**src/rtl/mem_port_arbiter_r0_if.sv**
```systemverilog
// Handshake bundle between the IF/DM requesters, the shared memory port and the arbiter.
// The arbiter uses the slave view; the requester/memory side uses the master view.
interface mem_port_arbiter_r0_if #(
    parameter int ADDR_W = 32,
    parameter int DATA_W = 32
);
    logic              if_req;
    logic [ADDR_W-1:0] if_addr;
    logic [DATA_W-1:0] if_rdata;
    logic              if_ready;
    logic              dm_req;
    logic [ADDR_W-1:0] dm_addr;
    logic [DATA_W-1:0] dm_wdata;
    logic [3:0]        dm_we;
    logic [3:0]        dm_re;
    logic [DATA_W-1:0] dm_rdata;
    logic              dm_ready;
    logic [ADDR_W-1:0] mem_addr;
    logic [DATA_W-1:0] mem_wdata;
    logic [3:0]        mem_we;
    logic [3:0]        mem_re;
    logic [DATA_W-1:0] mem_rdata;
    logic              stall;

    modport master (
        output if_req, if_addr, dm_req, dm_addr, dm_wdata, dm_we, dm_re, mem_rdata,
        input  if_rdata, if_ready, dm_rdata, dm_ready, mem_addr, mem_wdata, mem_we, mem_re, stall
    );

    modport slave (
        input  if_req, if_addr, dm_req, dm_addr, dm_wdata, dm_we, dm_re, mem_rdata,
        output if_rdata, if_ready, dm_rdata, dm_ready, mem_addr, mem_wdata, mem_we, mem_re, stall
    );
endinterface

```
**src/rtl/mem_port_arbiter_r0.sv**
```systemverilog
// Shares one fixed-latency memory port between instruction fetch and data memory,
// one transaction at a time, data-memory side having priority.
module mem_port_arbiter_r0 #(
    parameter int ADDR_W      = 32,
    parameter int DATA_W      = 32,
    parameter int MEM_LATENCY = 2
) (
    input logic                  clk,
    input logic                  rst,
    mem_port_arbiter_r0_if.slave bus
);
    typedef enum logic [1:0] {IDLE, ISSUE, WAIT, RESP} state_t;

    localparam logic [3:0] CNT_LOAD = 4'(MEM_LATENCY - 1);

    state_t            state_q, state_d;
    logic [3:0]        cnt_q, cnt_d;
    logic              grant_dm_q, grant_dm_d;
    logic [ADDR_W-1:0] addr_q, addr_d;
    logic [DATA_W-1:0] wdata_q, wdata_d;
    logic [3:0]        we_q, we_d;
    logic [3:0]        re_q, re_d;
    logic [DATA_W-1:0] if_rdata_q, if_rdata_d;
    logic [DATA_W-1:0] dm_rdata_q, dm_rdata_d;

    always_comb begin
        state_d    = state_q;
        cnt_d      = cnt_q;
        grant_dm_d = grant_dm_q;
        addr_d     = addr_q;
        wdata_d    = wdata_q;
        we_d       = we_q;
        re_d       = re_q;
        if_rdata_d = if_rdata_q;
        dm_rdata_d = dm_rdata_q;
        case (state_q)
            IDLE: begin
                if (bus.dm_req) begin
                    grant_dm_d = 1'b1;
                    addr_d     = bus.dm_addr;
                    wdata_d    = bus.dm_wdata;
                    we_d       = bus.dm_we;
                    // a write suppresses any simultaneous read strobe
                    re_d       = (|bus.dm_we) ? '0 : bus.dm_re;
                    state_d    = ISSUE;
                end else if (bus.if_req) begin
                    grant_dm_d = 1'b0;
                    addr_d     = bus.if_addr;
                    wdata_d    = '0;
                    we_d       = '0;
                    re_d       = '1;
                    state_d    = ISSUE;
                end
            end
            ISSUE: begin
                cnt_d   = CNT_LOAD;
                state_d = WAIT;
            end
            WAIT: begin
                if (cnt_q == '0) begin
                    state_d = RESP;
                    if (!grant_dm_q) begin
                        if_rdata_d = bus.mem_rdata;
                    end else if (we_q == '0) begin
                        dm_rdata_d = bus.mem_rdata;
                    end
                end else begin
                    cnt_d = cnt_q - 4'd1;
                end
            end
            RESP:    state_d = IDLE;
            default: state_d = IDLE;
        endcase
    end

    always_ff @(posedge clk) begin
        if (rst) begin
            state_q    <= IDLE;
            cnt_q      <= '0;
            grant_dm_q <= 1'b0;
            addr_q     <= '0;
            wdata_q    <= '0;
            we_q       <= '0;
            re_q       <= '0;
            if_rdata_q <= '0;
            dm_rdata_q <= '0;
        end else begin
            state_q    <= state_d;
            cnt_q      <= cnt_d;
            grant_dm_q <= grant_dm_d;
            addr_q     <= addr_d;
            wdata_q    <= wdata_d;
            we_q       <= we_d;
            re_q       <= re_d;
            if_rdata_q <= if_rdata_d;
            dm_rdata_q <= dm_rdata_d;
        end
    end

    assign bus.mem_addr  = addr_q & ~ADDR_W'(3);
    assign bus.mem_wdata = wdata_q;
    assign bus.mem_we    = (state_q == ISSUE) ? we_q : '0;
    assign bus.mem_re    = (state_q == ISSUE) ? re_q : '0;
    assign bus.if_ready  = (state_q == RESP) && !grant_dm_q;
    assign bus.dm_ready  = (state_q == RESP) && grant_dm_q;
    assign bus.if_rdata  = if_rdata_q;
    assign bus.dm_rdata  = dm_rdata_q;
    assign bus.stall     = (bus.if_req & ~bus.if_ready) | (bus.dm_req & ~bus.dm_ready);
endmodule
```
**src/flat_wrapper.sv**
```systemverilog
// flat-port wrapper written by rule: the top's interface ports become plain ports
module mem_port_arbiter_r0_flat 
#(
    parameter int ADDR_W      = 32,
    parameter int DATA_W      = 32,
    parameter int MEM_LATENCY = 2
)
  (clk, rst, bus_if_req, bus_if_addr, bus_dm_req, bus_dm_addr, bus_dm_wdata, bus_dm_we, bus_dm_re, bus_mem_rdata, bus_if_rdata, bus_if_ready, bus_dm_rdata, bus_dm_ready, bus_mem_addr, bus_mem_wdata, bus_mem_we, bus_mem_re, bus_stall);
  mem_port_arbiter_r0_if #(.ADDR_W(ADDR_W), .DATA_W(DATA_W)) bus_i ();
  input logic clk;
  input logic rst;
  input wire logic [$bits(bus_i.if_req)-1:0] bus_if_req;
  input wire logic [$bits(bus_i.if_addr)-1:0] bus_if_addr;
  input wire logic [$bits(bus_i.dm_req)-1:0] bus_dm_req;
  input wire logic [$bits(bus_i.dm_addr)-1:0] bus_dm_addr;
  input wire logic [$bits(bus_i.dm_wdata)-1:0] bus_dm_wdata;
  input wire logic [$bits(bus_i.dm_we)-1:0] bus_dm_we;
  input wire logic [$bits(bus_i.dm_re)-1:0] bus_dm_re;
  input wire logic [$bits(bus_i.mem_rdata)-1:0] bus_mem_rdata;
  output wire logic [$bits(bus_i.if_rdata)-1:0] bus_if_rdata;
  output wire logic [$bits(bus_i.if_ready)-1:0] bus_if_ready;
  output wire logic [$bits(bus_i.dm_rdata)-1:0] bus_dm_rdata;
  output wire logic [$bits(bus_i.dm_ready)-1:0] bus_dm_ready;
  output wire logic [$bits(bus_i.mem_addr)-1:0] bus_mem_addr;
  output wire logic [$bits(bus_i.mem_wdata)-1:0] bus_mem_wdata;
  output wire logic [$bits(bus_i.mem_we)-1:0] bus_mem_we;
  output wire logic [$bits(bus_i.mem_re)-1:0] bus_mem_re;
  output wire logic [$bits(bus_i.stall)-1:0] bus_stall;
  assign bus_i.if_req = bus_if_req;
  assign bus_i.if_addr = bus_if_addr;
  assign bus_i.dm_req = bus_dm_req;
  assign bus_i.dm_addr = bus_dm_addr;
  assign bus_i.dm_wdata = bus_dm_wdata;
  assign bus_i.dm_we = bus_dm_we;
  assign bus_i.dm_re = bus_dm_re;
  assign bus_i.mem_rdata = bus_mem_rdata;
  assign bus_if_rdata = bus_i.if_rdata;
  assign bus_if_ready = bus_i.if_ready;
  assign bus_dm_rdata = bus_i.dm_rdata;
  assign bus_dm_ready = bus_i.dm_ready;
  assign bus_mem_addr = bus_i.mem_addr;
  assign bus_mem_wdata = bus_i.mem_wdata;
  assign bus_mem_we = bus_i.mem_we;
  assign bus_mem_re = bus_i.mem_re;
  assign bus_stall = bus_i.stall;
  mem_port_arbiter_r0 #(.ADDR_W(ADDR_W), .DATA_W(DATA_W), .MEM_LATENCY(MEM_LATENCY)) u_core (.clk(clk), .rst(rst), .bus(bus_i));
endmodule
```
**config.mk**
```make
export PLATFORM = sky130hd
export DESIGN_NAME = mem_port_arbiter_r0_flat
export DESIGN_NICKNAME = d
export VERILOG_FILES = /design/src/rtl/mem_port_arbiter_r0_if.sv /design/src/rtl/mem_port_arbiter_r0.sv /design/src/flat_wrapper.sv
export SDC_FILE = /design/constraint.sdc
export NUM_CORES = 1
export LEC_CHECK = 0
export CORE_AREA = 2 2 108 110
export DETAILED_ROUTE_END_ITERATION = 8
export DIE_AREA = 0 0 110 112
export DONT_BUFFER_PORTS = 1
export GPL_TIMING_DRIVEN = 0
export PLACE_DENSITY = 0.72
export SETUP_SLACK_MARGIN = 0.4
export SYNTH_ARGS = -nofsm -noshare
export SYNTH_HDL_FRONTEND = slang
export SYNTH_SLANG_ARGS = --single-unit
```
**constraint.sdc**
```tcl
create_clock -name clk -period 2.66 [get_ports clk]
set_clock_uncertainty 0.05 [all_clocks]
set_input_delay 0.266 -clock clk [delete_from_list [all_inputs] [get_ports clk]]
set_output_delay 0.266 -clock clk [all_outputs]
set_load 0.05 [all_outputs]
```
==> reports/qor.yml, run 1 <==
start_util_pct: 52.1
top_layer: "met4"
min_period_over_period_pct: 81.6
setup_viol: 0
synth_top_area_cell: "dfxtp_1"
rows: 39
hpwl_mm: 12.7
port_buffers: 0
powerDensity_nw_per_um2: 1120
fin_setup_tns_ns: 0
worstMarginPinSlew_ns: 0.923
peakVddDrop_mv: 0.783
total_power_w: 0.00824
cp.required_ns: 2.34
synth_top_family_by_area: "simple AND/OR/NAND/NOR gates"
syn_area_per_cell_um2: 8.75
die_height_um: 112
core_area_um2: 11200
dr_wl_met3_mm: 1.44
yosys.cell_count.top_type: "dfxtp_1"
drv_cap: 0
cts_buffers: 17
synth-compound-area-share_pct: 14.4
cts_tree: "built"
vias_per_cell: 5.91
finalMaxSlewViolations: 0
netlist.area_leader.share_pct: 48.5
synth_adder_area_share_pct: 1.50
critPathKind: "register to output pin"
min_period_ns: 2.17
design_area_um2: 7370
antenna_cells: 0
hp-class: "input port to register"
total_leakage_power_nw: 2.77
die_area_um2: 12300
start_kind: "register"
synth_mux_area_share_pct: 11.2
drcViolationCount: 0
ys.flop_type: "dfxtp_1"
dr.pass1.iters: 6
ys_seq_elements: 141
wirelength_mm: 18.2
cts_setup_buffers: 0
grt_overflow: 0
crit_fanout: 4
cts-root-buf: "clkbuf_16"
place_area_um2: 6010
synthArstFlopShare_pct: 0
synth_area_um2: 5820
endpoint_kind: "output pin"
grt_use_total_pct: 29.2
synthTopCellsByCount: "dfxtp_1 (141), nand2_1 (104), a21oi_1 (74)"
arrival_ns: 1.85
synth-edff-count: 0
synthDistinctLibCells: 42
yosysSeqAreaShare_pct: 48.5
antenna_found_initial: 0
clock.fmax_ghz: 0.461
syn_to_final_growth_pct: 26.5
synthXorXnorAreaFrac_pct: 0
vias: 5399
synthSimpleGateAreaFrac_pct: 18.3
status: "finished, final reports clean"
clk_latency_ns: 0.42
die_width_um: 110
ant_nets: 0
wl_met1_mm: 6.34
grt_max_degree: 17
ioPinCount: 279
synth_area_leaders: "dfxtp_1 (48%), mux2i_1 (11%), nand2_1 (6.7%), a21oi_1 (6.4%), nand3_1 (6.2%)"
grt_pass1_vias: 5590
cts_max_path_buffers: 2
rsz0062_at_grt: "false"
slew_headroom_pct: 37.9
drt_iter0_drc: 436
routedWlPerCell_um: 20.0
path_clk_slew_ns: 0.06
ys_warn_count: 0
clock-sinks: 141
place.gp.congestion: 0.795
layout.nets: 905
grt_pass1_wl_mm: 27.5
drive_gt1_share_pct: 7.26
htreeDepth: 4
synthCells: 666
hold_viol_final: 0
dr_wl_met2_mm: 9.66
-- flip-flops by register name, indices dropped and copies added (netlist names) --
signal,cells
u_core.addr_q,30
u_core.cnt_q,4
u_core.re_q,4
u_core.grant_dm_q,1
u_core.state_q,2
u_core.we_q,4
u_core.bus.mem_wdata,32
u_core.bus.dm_rdata,32
u_core.bus.if_rdata,32
-- layout by cell type (no fill, tap or decap), types with 11 or more instances in the layout --
cell / count
dfxtp_1: 141
dlygate4sd3_1: 72
nand3_1: 72
nor2_1: 35
nand2_1: 104
clkbuf_1: 36
clkbuf_16: 17
o21ai_1: 26
mux2i_1: 65
a21oi_1: 74
o21ai_0: 11
a211oi_1: 32
-- report_power, final --
group	total [W]	internal (W)	switching (W)
logic	0.00187	0.000633	0.00123
registers	0.00390	0.00250	0.00140
clock network	0.00247	0.00153	0.000938
total	0.00824	0.00466	0.00358
-- path summary, 6_finish.rpt --
kind / startpoint / endpoint / slack, ns / cells past startpoint
hold reg to reg: u_core.we_q[1] / u_core.we_q[1] / 0.42 / 2
setup / recovery: u_core.state_q[1] / bus_stall / 0.49 / 3
hold / removal: bus_if_addr[27] / u_core.addr_q[27] / 0.03 / 2
setup reg to reg: u_core.state_q[0] / u_core.bus.if_rdata[2] / 0.56 / 7
-- layout make-up --
cell class | count | area, µm²
plain buffers | 62 | 330
clock buffers | 20 | 457
clock inverters | 12 | 160
fillers | 891 | 3800
inverters | 7 | 27.5
multi-input cells | 457 | 2670
flip-flops and latches | 141 | 2820
well taps | 143 | 179
repair buffers | 72 | 721
-- timing repair --
| item | CTS | global route |
|---|---|---|
| setup endpoints to repair | 1 | 0 |
| resized for setup | 4 | 0 |
| hold buffers | 71 | 1 |
| hold endpoints to repair | 103 | 1 |
-- cell families after synthesis --
family | after synthesis
compound gates | 148
fa+ha+maj | 7
buf+inv | 69
flops | 141
mux | 65
other cells | 1
simple gates | 235
-- critical path: stages (launching register included) --
cell	delay, ns
dfxtp_1	0.39
ha_1	0.21
and2_1	0.58
a2bb2oi_4	0.25
-- metrics by stage --
step / setup slack [ns] / std cells / hold slack (ns) / utilization [%]
2_1_floorplan: 0.550 / 667 / 0.358 / -
3_3_place_gp: 0.382 / 810 / 0.360 / 53.8
3_5_place_dp: 0.365 / 810 / 0.367 / 53.8
4_1_cts: 0.493 / 913 / 0.00124 / 65.9
5_1_grt: 0.428 / 914 / 0.0303 / 66.0
6_report: 0.490 / 914 / 0.0307 / 66.0
-- layer usage --
layer	vias up	GRT usage, %
li1	2491	-
met5	-	0
met4	0	19.6
met3	69	9.07
met2	283	51.4
met1	2556	28.8
Power figures use the tool's default switching activity.
==> run 2: changes to the inputs <==
--- a/config.mk
+++ b/config.mk
@@ -5,9 +5,10 @@
 export SDC_FILE = /design/constraint.sdc
 export NUM_CORES = 1
 export LEC_CHECK = 0
-export CORE_AREA = 2 2 108 110
+export ABC_AREA = 1
+export CORE_AREA = 2 2 109 111
 export DETAILED_ROUTE_END_ITERATION = 8
-export DIE_AREA = 0 0 110 112
+export DIE_AREA = 0 0 111 113
 export DONT_BUFFER_PORTS = 1
 export GPL_TIMING_DRIVEN = 0
 export PLACE_DENSITY = 0.72
==> constraint.sdc (replaced) <==
create_clock -name clk -period 2.1 [get_ports clk]
set_clock_uncertainty 0.05 [all_clocks]
set_input_delay 0.21 -clock clk [delete_from_list [all_inputs] [get_ports clk]]
set_output_delay 0.21 -clock clk [all_outputs]
set_load 0.05 [all_outputs]
==> run 2 against run 1 <==
Effect of this change: sequential share of layout area is 1.2 points lower; critical endpoint unchanged; sequential power is 42% higher; non-clock buffer count is 5 lower; via count is 2.4% higher; combinational power is 34% higher; hold slack worse by 0.024 ns; register-to-register slack worse by 0.18 ns; worst setup slack worse by 0.40 ns.
==> reports/qor.yml, run 2 <==
grt_overflow: 0  # unchanged
port_buffers: 0  # unchanged
routedWlPerCell_um: 15.1  # -24%
htreeDepth: 4  # unchanged
powerDensity_nw_per_um2: 1470  # +32%
crit_slowest_cell: "o22ai_4"
critPathMaxStageDelay_ns: 0.48  # -0.10 ns
setup_viol: 0  # unchanged
hp-class: "input port to register"
ioPinCount: 279  # unchanged
synthArstFlopShare_pct: 0  # unchanged
drt_iter0_drc: 302  # -31%
drive_gt1_share_pct: 13.1  # +5.8 points
ys_seq_elements: 141  # unchanged
fin_setup_tns_ns: 0  # unchanged
grt_pass1_wl_mm: 26.7  # -2.9%
crit_fanout: 3  # -1
vias: 5526  # +2.4%
hold_viol_final: 0  # unchanged
min_period_ns: 2.01
clk_latency_ns: 0.41  # about the same
rsz0062_at_grt: "true"
grt_max_degree: 17  # unchanged
antenna_found_initial: 0  # unchanged
cts_max_path_buffers: 2  # unchanged
wl_met1_mm: 6.64  # +4.7%
yosysSeqAreaShare_pct: 48.0  # -0.42 points
arrival_ns: 1.75  # -0.10 ns
endpoint_kind: "output pin"
path_clk_slew_ns: 0.06  # about the same
dr_wl_met2_mm: 8.32  # -14%
start_kind: "register"
die_width_um: 111  # +0.91%
cp.required_ns: 1.84  # -0.50 ns
ys_warn_count: 0  # unchanged
hpwl_mm: 11.4  # -10%
yosys.cell_count.top_type: "nand2_1"
netlist.area_leader.share_pct: 48.0  # -0.42 points
grt_use_total_pct: 26.2  # -3.0 points
dr_wl_met3_mm: 1.25  # -13%
ys.flop_type: "dfxtp_1"
synthTopCellsByCount: "nand2_1 (233), nor2_1 (195), dfxtp_1 (141)"
fin_util_pct: 67.6  # +1.7 points
place.gp.congestion: 0.881  # +11%
rows: 39  # unchanged
grt_pass1_vias: 5595  # +0.089%
antenna_cells: 0  # unchanged
cts_buffers: 17  # unchanged
core_area_um2: 11300  # +0.87%
die_height_um: 113  # +0.89%
top_layer: "met4"
clock-sinks: 141  # unchanged
synth_area_um2: 5880  # +0.88%
syn_area_per_cell_um2: 7.02  # -20%
status: "finished, final reports clean"
critPathKind: "register to output pin"
drv_cap: 0  # unchanged
layout.nets: 1082  # +20%
synthDistinctLibCells: 25  # -40%
synthCells: 837  # +26%
fillers: 943  # +5.8%
start_util_pct: 52.1  # about the same
synth_area_leaders: "dfxtp_1 (48%), nand2_1 (15%), nor2_1 (12%), o21ai_0 (5.7%), a21oi_1 (4.0%)"
peakVddDrop_mv: 0.815  # +4.1%
path_cells: "ha_1, nand2_1, inv_1, o22ai_4"
total_leakage_power_nw: 3.32  # +20%
drcViolationCount: 0  # unchanged
final_cell_mix: "nand2_1 (225), nor2_1 (194), dfxtp_1 (140)"
synth-edff-count: 0  # unchanged
worstMarginPinSlew_ns: 0.590  # -0.332 ns
wirelength_mm: 16.5  # -9.8%
mostFrequentLayoutCell: "nand2_1"
syn_to_final_growth_pct: 29.7
finalMaxSlewViolations: 0  # unchanged
synth_top_area_cell: "dfxtp_1"
clock.fmax_ghz: 0.497
min_period_over_period_pct: 95.8
cts-root-buf: "clkbuf_16"
vias_per_cell: 5.07  # -14%
die_area_um2: 12500  # +1.8%
slew_headroom_pct: 60.6  # +23 points
dr.pass1.iters: 4  # -2
cts_tree: "built"
ant_nets: 0  # unchanged
-- run 2: final timing paths --
path	startpoint	to	slack, ns	cells after the start
worst max-delay path	u_core.state_q[0]	bus_stall	0.09	4
worst min-delay path	bus_if_addr[4]	u_core.addr_q[4]	0.006	4
worst max register to register	u_core.state_q[0]	u_core.bus.if_rdata[31]	0.38	8
worst min register to register	u_core.we_q[1]	u_core.we_q[1]	0.44	2
-- run 2: cell type report --
| type | instances | area (µm²) | share of cell area (%) |
|---|---|---|---|
| inverters | 58 | 250 | 3.28 |
| plain buffers | 51 | 364 | 4.78 |
| flip-flops and latches | 141 | 2820 | 37.1 |
| repair buffers | 78 | 771 | 10.1 |
| clock buffers | 18 | 439 | 5.76 |
| well taps | 143 | 179 | 2.35 |
| multi-input cells | 588 | 2600 | 34.1 |
| clock inverters | 14 | 194 | 2.54 |
-- run 2: logic make-up after synthesis --
family | after synthesis | share of synthesized area, %
other | 1 | 0.0638
AO/OA/AOI/OAI | 116 | 10.1
buffers and inverters | 109 | 8.94
XOR/XNOR | 1 | 0.149
AND/OR/NAND/NOR | 462 | 31.2
flip-flops | 141 | 48.0
adder cells (fa/ha/maj) | 7 | 1.49
-- run 2: critical path: cells and delay by family (launching register included) --
family	cells	cell delay [ns]
adders and majority gates	1	0.22
DFF	1	0.33
and+or+nand+nor	1	0.07
AOI/OAI and AO/OA	1	0.48
buffers and inverters	1	0.24
-- run 2: stage by stage --
| stage | std cells | area (µm²) | hold slack (ns) | setup slack (ns) | total power (W) |
|---|---|---|---|---|---|
| 6_report | 1091 | 7620 | 0.00630 | 0.0872 | 0.0112 |
| 2_1_floorplan | 838 | 5890 | 0.308 | 0.494 | 0.00716 |
| 5_1_grt | 1091 | 7620 | 0.00536 | 0.0386 | 0.0117 |
| 3_5_place_dp | 981 | 6070 | 0.315 | 0.246 | 0.00774 |
| 3_3_place_gp | 981 | 6070 | 0.311 | 0.291 | 0.00769 |
| 4_1_cts | 1090 | 7600 | 0.00102 | 0.0846 | 0.0112 |
-- run 2: where the power goes --
part | internal (W) | switching, W | total (W)
logic | 0.000954 | 0.00155 | 0.00250
registers | 0.00328 | 0.00225 | 0.00554
clock network | 0.00202 | 0.00117 | 0.00319
-- run 2: repair_timing --
item / in CTS / in global routing
hold buffers: 74 / 0
endpoints found under the hold margin: 105 / 0
resized for setup: 39 / 12
pin swaps: 1 / 1
buffers inserted: 3 / 1
setup endpoints to repair: 95 / 119
-- run 2: metal layers --
metal	GRT usage, %	up-vias
li1	-	2765
met4	8.75	0
met2	47.4	226
met3	8.19	24
met1	29.5	2511
met5	0	-
==> run 3: changes to the inputs <==
--- a/config.mk
+++ b/config.mk
@@ -12,7 +12,8 @@
 export DONT_BUFFER_PORTS = 1
 export GPL_TIMING_DRIVEN = 0
 export PLACE_DENSITY = 0.72
-export SETUP_SLACK_MARGIN = 0.4
+export SETUP_SLACK_MARGIN = 0.1
 export SYNTH_ARGS = -nofsm -noshare
 export SYNTH_HDL_FRONTEND = slang
 export SYNTH_SLANG_ARGS = --single-unit
+export TNS_END_PERCENT = 10
==> run 3 against run 2 <==
Effect of this change: flip-flop and latch count unchanged; total power decreased by 0.66%; global-route usage shrank 0.20 points; clock power increased by 3%; hold slack improved by 0.0033 ns; sequential power about the same; non-clock buffer count fell by 4; critical path depth unchanged; combinational power fell by 7%; cell count down 0.55%; utilization is 1.1 points lower; worst setup slack got worse by 0.0067 ns; critical endpoint unchanged; largest cell class unchanged; largest power group unchanged; highest routed layer unchanged.
==> reports/qor.yml, run 3 (synthesis results as in run 2) <==
grt_overflow: 0  # unchanged
crit_slowest_cell: "o22ai_4"
hold_viol_final: 0  # unchanged
place.gp.congestion: 0.853  # -3.2%
crit_buf_inv: 1  # unchanged
seqCellArea_um2: 2820  # about the same
die_height_um: 113  # unchanged
arrival_ns: 1.76  # about the same
cts_setup_buffers: 0  # -3
drive_gt1_share_pct: 10.1  # -3.0 points
port_buffers: 0  # unchanged
grt_pass1_wl_mm: 26.3  # -1.3%
drt_iter0_drc: 319  # +5.6%
setup_viol: 0  # unchanged
clock-sinks: 141  # unchanged
start_util_pct: 52.1  # unchanged
clk_latency_ns: 0.41  # about the same
wirelength_mm: 16.4  # -0.42%
rows: 39  # unchanged
critPathKind: "register to output pin"
mostFrequentLayoutCell: "nand2_1"
layout.nets: 1078  # -0.37%
hpwl_mm: 11.2  # -1.6%
fin_setup_tns_ns: 0  # unchanged
routedWlPerCell_um: 15.1  # +0.13%
antenna_found_initial: 0  # unchanged
drv_cap: 0  # unchanged
powerDensity_nw_per_um2: 1490  # +0.96%
die_area_um2: 12500  # unchanged
vias: 5559  # +0.60%
design_area_um2: 7500  # -1.6%
vias_per_cell: 5.12  # +1.2%
core_area_um2: 11300  # unchanged
dr.pass1.iters: 4  # unchanged
drcViolationCount: 0  # unchanged
cts_buffers: 17  # unchanged
ant_nets: 0  # unchanged
start_kind: "register"
hp-class: "input port to register"
peakVddDrop_mv: 0.924  # +13%
status: "finished, final reports clean"
multi_input_area_um2: 2550  # -1.8%
critPathMaxStageDelay_ns: 0.50  # +0.02 ns
rsz0062_at_grt: "true"
cts-root-buf: "clkbuf_16"
cts_tree: "built"
place_area_um2: 6060  # -0.10%
slew_headroom_pct: 60.5  # -0.061 points
cts_max_path_buffers: 2  # unchanged
finalMaxSlewViolations: 0  # unchanged
ioPinCount: 279  # unchanged
cp.required_ns: 1.84  # about the same
crit_fanout: 3  # unchanged
clock.fmax_ghz: 0.495  # -0.33%
path_cells: "ha_1, nand2_1, inv_1, o22ai_4"
fillers: 964  # +2.2%
endpoint_kind: "output pin"
grt_use_total_pct: 26.0  # -0.20 points
cpLargestDelayFamily: "compound AO/OA/AOI/OAI gates"
path_clk_slew_ns: 0.06  # about the same
final_cell_mix: "nand2_1 (233), nor2_1 (194), dfxtp_1 (141)"
holdWs_ns: 0.00959  # +0.00330 ns
total_leakage_power_nw: 3.29  # -0.95%
grt_max_degree: 17  # unchanged
htreeDepth: 4  # unchanged
r2r_slack_ns: 0.26  # -0.12 ns
worstMarginPinSlew_ns: 0.591  # +0.000918 ns
die_width_um: 111  # unchanged
min_period_ns: 2.02  # +0.00665 ns
min_period_over_period_pct: 96.2  # +0.32 points
antenna_cells: 0  # unchanged
syn_to_final_growth_pct: 27.6
grt_pass1_vias: 5471  # -2.2%
-- run 3: cell count changes in the layout (fill, tap and decap cells not counted), moves of 5 or more --
cell	delta
clkinv_4	-5
clkbuf_1	+5
nand2_1	+8
nand2_2	-8
clkbuf_4	-5
-- run 3: final timing paths --
path	from	to	cells after the start
max reg2reg	u_core.state_q[0]	u_core.bus.if_rdata[4]	8
min	bus_if_addr[16]	u_core.addr_q[16]	4
max	u_core.state_q[0]	bus_stall	4
min reg2reg	u_core.we_q[0]	u_core.we_q[0]	2
-- run 3: through the flow --
stage / power (W) / util (%) / setup slack [ns] / cells
2_1_floorplan: 0.00716 / - / 0.226 / 838
5_1_grt: 0.0117 / 66.5 / 0.00383 / 1085
4_1_cts: 0.0112 / 66.5 / 0.0816 / 1085
3_5_place_dp: 0.00772 / 53.8 / 0.0466 / 981
3_3_place_gp: 0.00768 / 53.8 / 0.0425 / 981
6_report: 0.0111 / 66.5 / 0.0805 / 1085
-- run 3: where the power goes --
group | internal, W | leakage [nW] | total, W | switching [W]
Sequential | 0.00328 | 1.15 | 0.00553 | 0.00225
Combinational | 0.000840 | 1.83 | 0.00232 | 0.00148
Clock | 0.00219 | 0.311 | 0.00330 | 0.00111
-- run 3: worst register-to-register path, stage by stage (launching register included) --
cell,delay (ns)
dfxtp_1,0.33
inv_1,0.14
ha_1,0.29
inv_1,0.06
nor2_1,0.09
nand3_1,0.21
clkbuf_1,0.27
o21ai_0,0.24
nor2_1,0.06
-- run 3: what timing repair did --
action,4_1_cts,5_1_grt
setup endpoints to repair,9,22
gates resized for setup,10,3
hold buffers,74,0
hold endpoints to repair,106,0
gates cloned,0,0
-- run 3: area by class of cell --
type                            count  share of cell area (%)
Inverter                           58                    3.20
Multi-Input combinational cell    588                    34.0
Buffer                             51                    4.14
Timing Repair Buffer               74                    9.88
Clock inverter                     10                    2.49
Tap cell                          143                    2.39
Sequential cell                   141                    37.6
Clock buffer                       20                    6.22
-- run 3: routing by layer --
metal / routed length, µm / GRT usage [%] / vias up
met2: 8050 / 45.1 / 254
met4: 505 / 12.9 / 0
li1: - / - / 2758
met1: 6520 / 28.8 / 2508
met5: 0 / 0 / -
met3: 1320 / 8.68 / 39
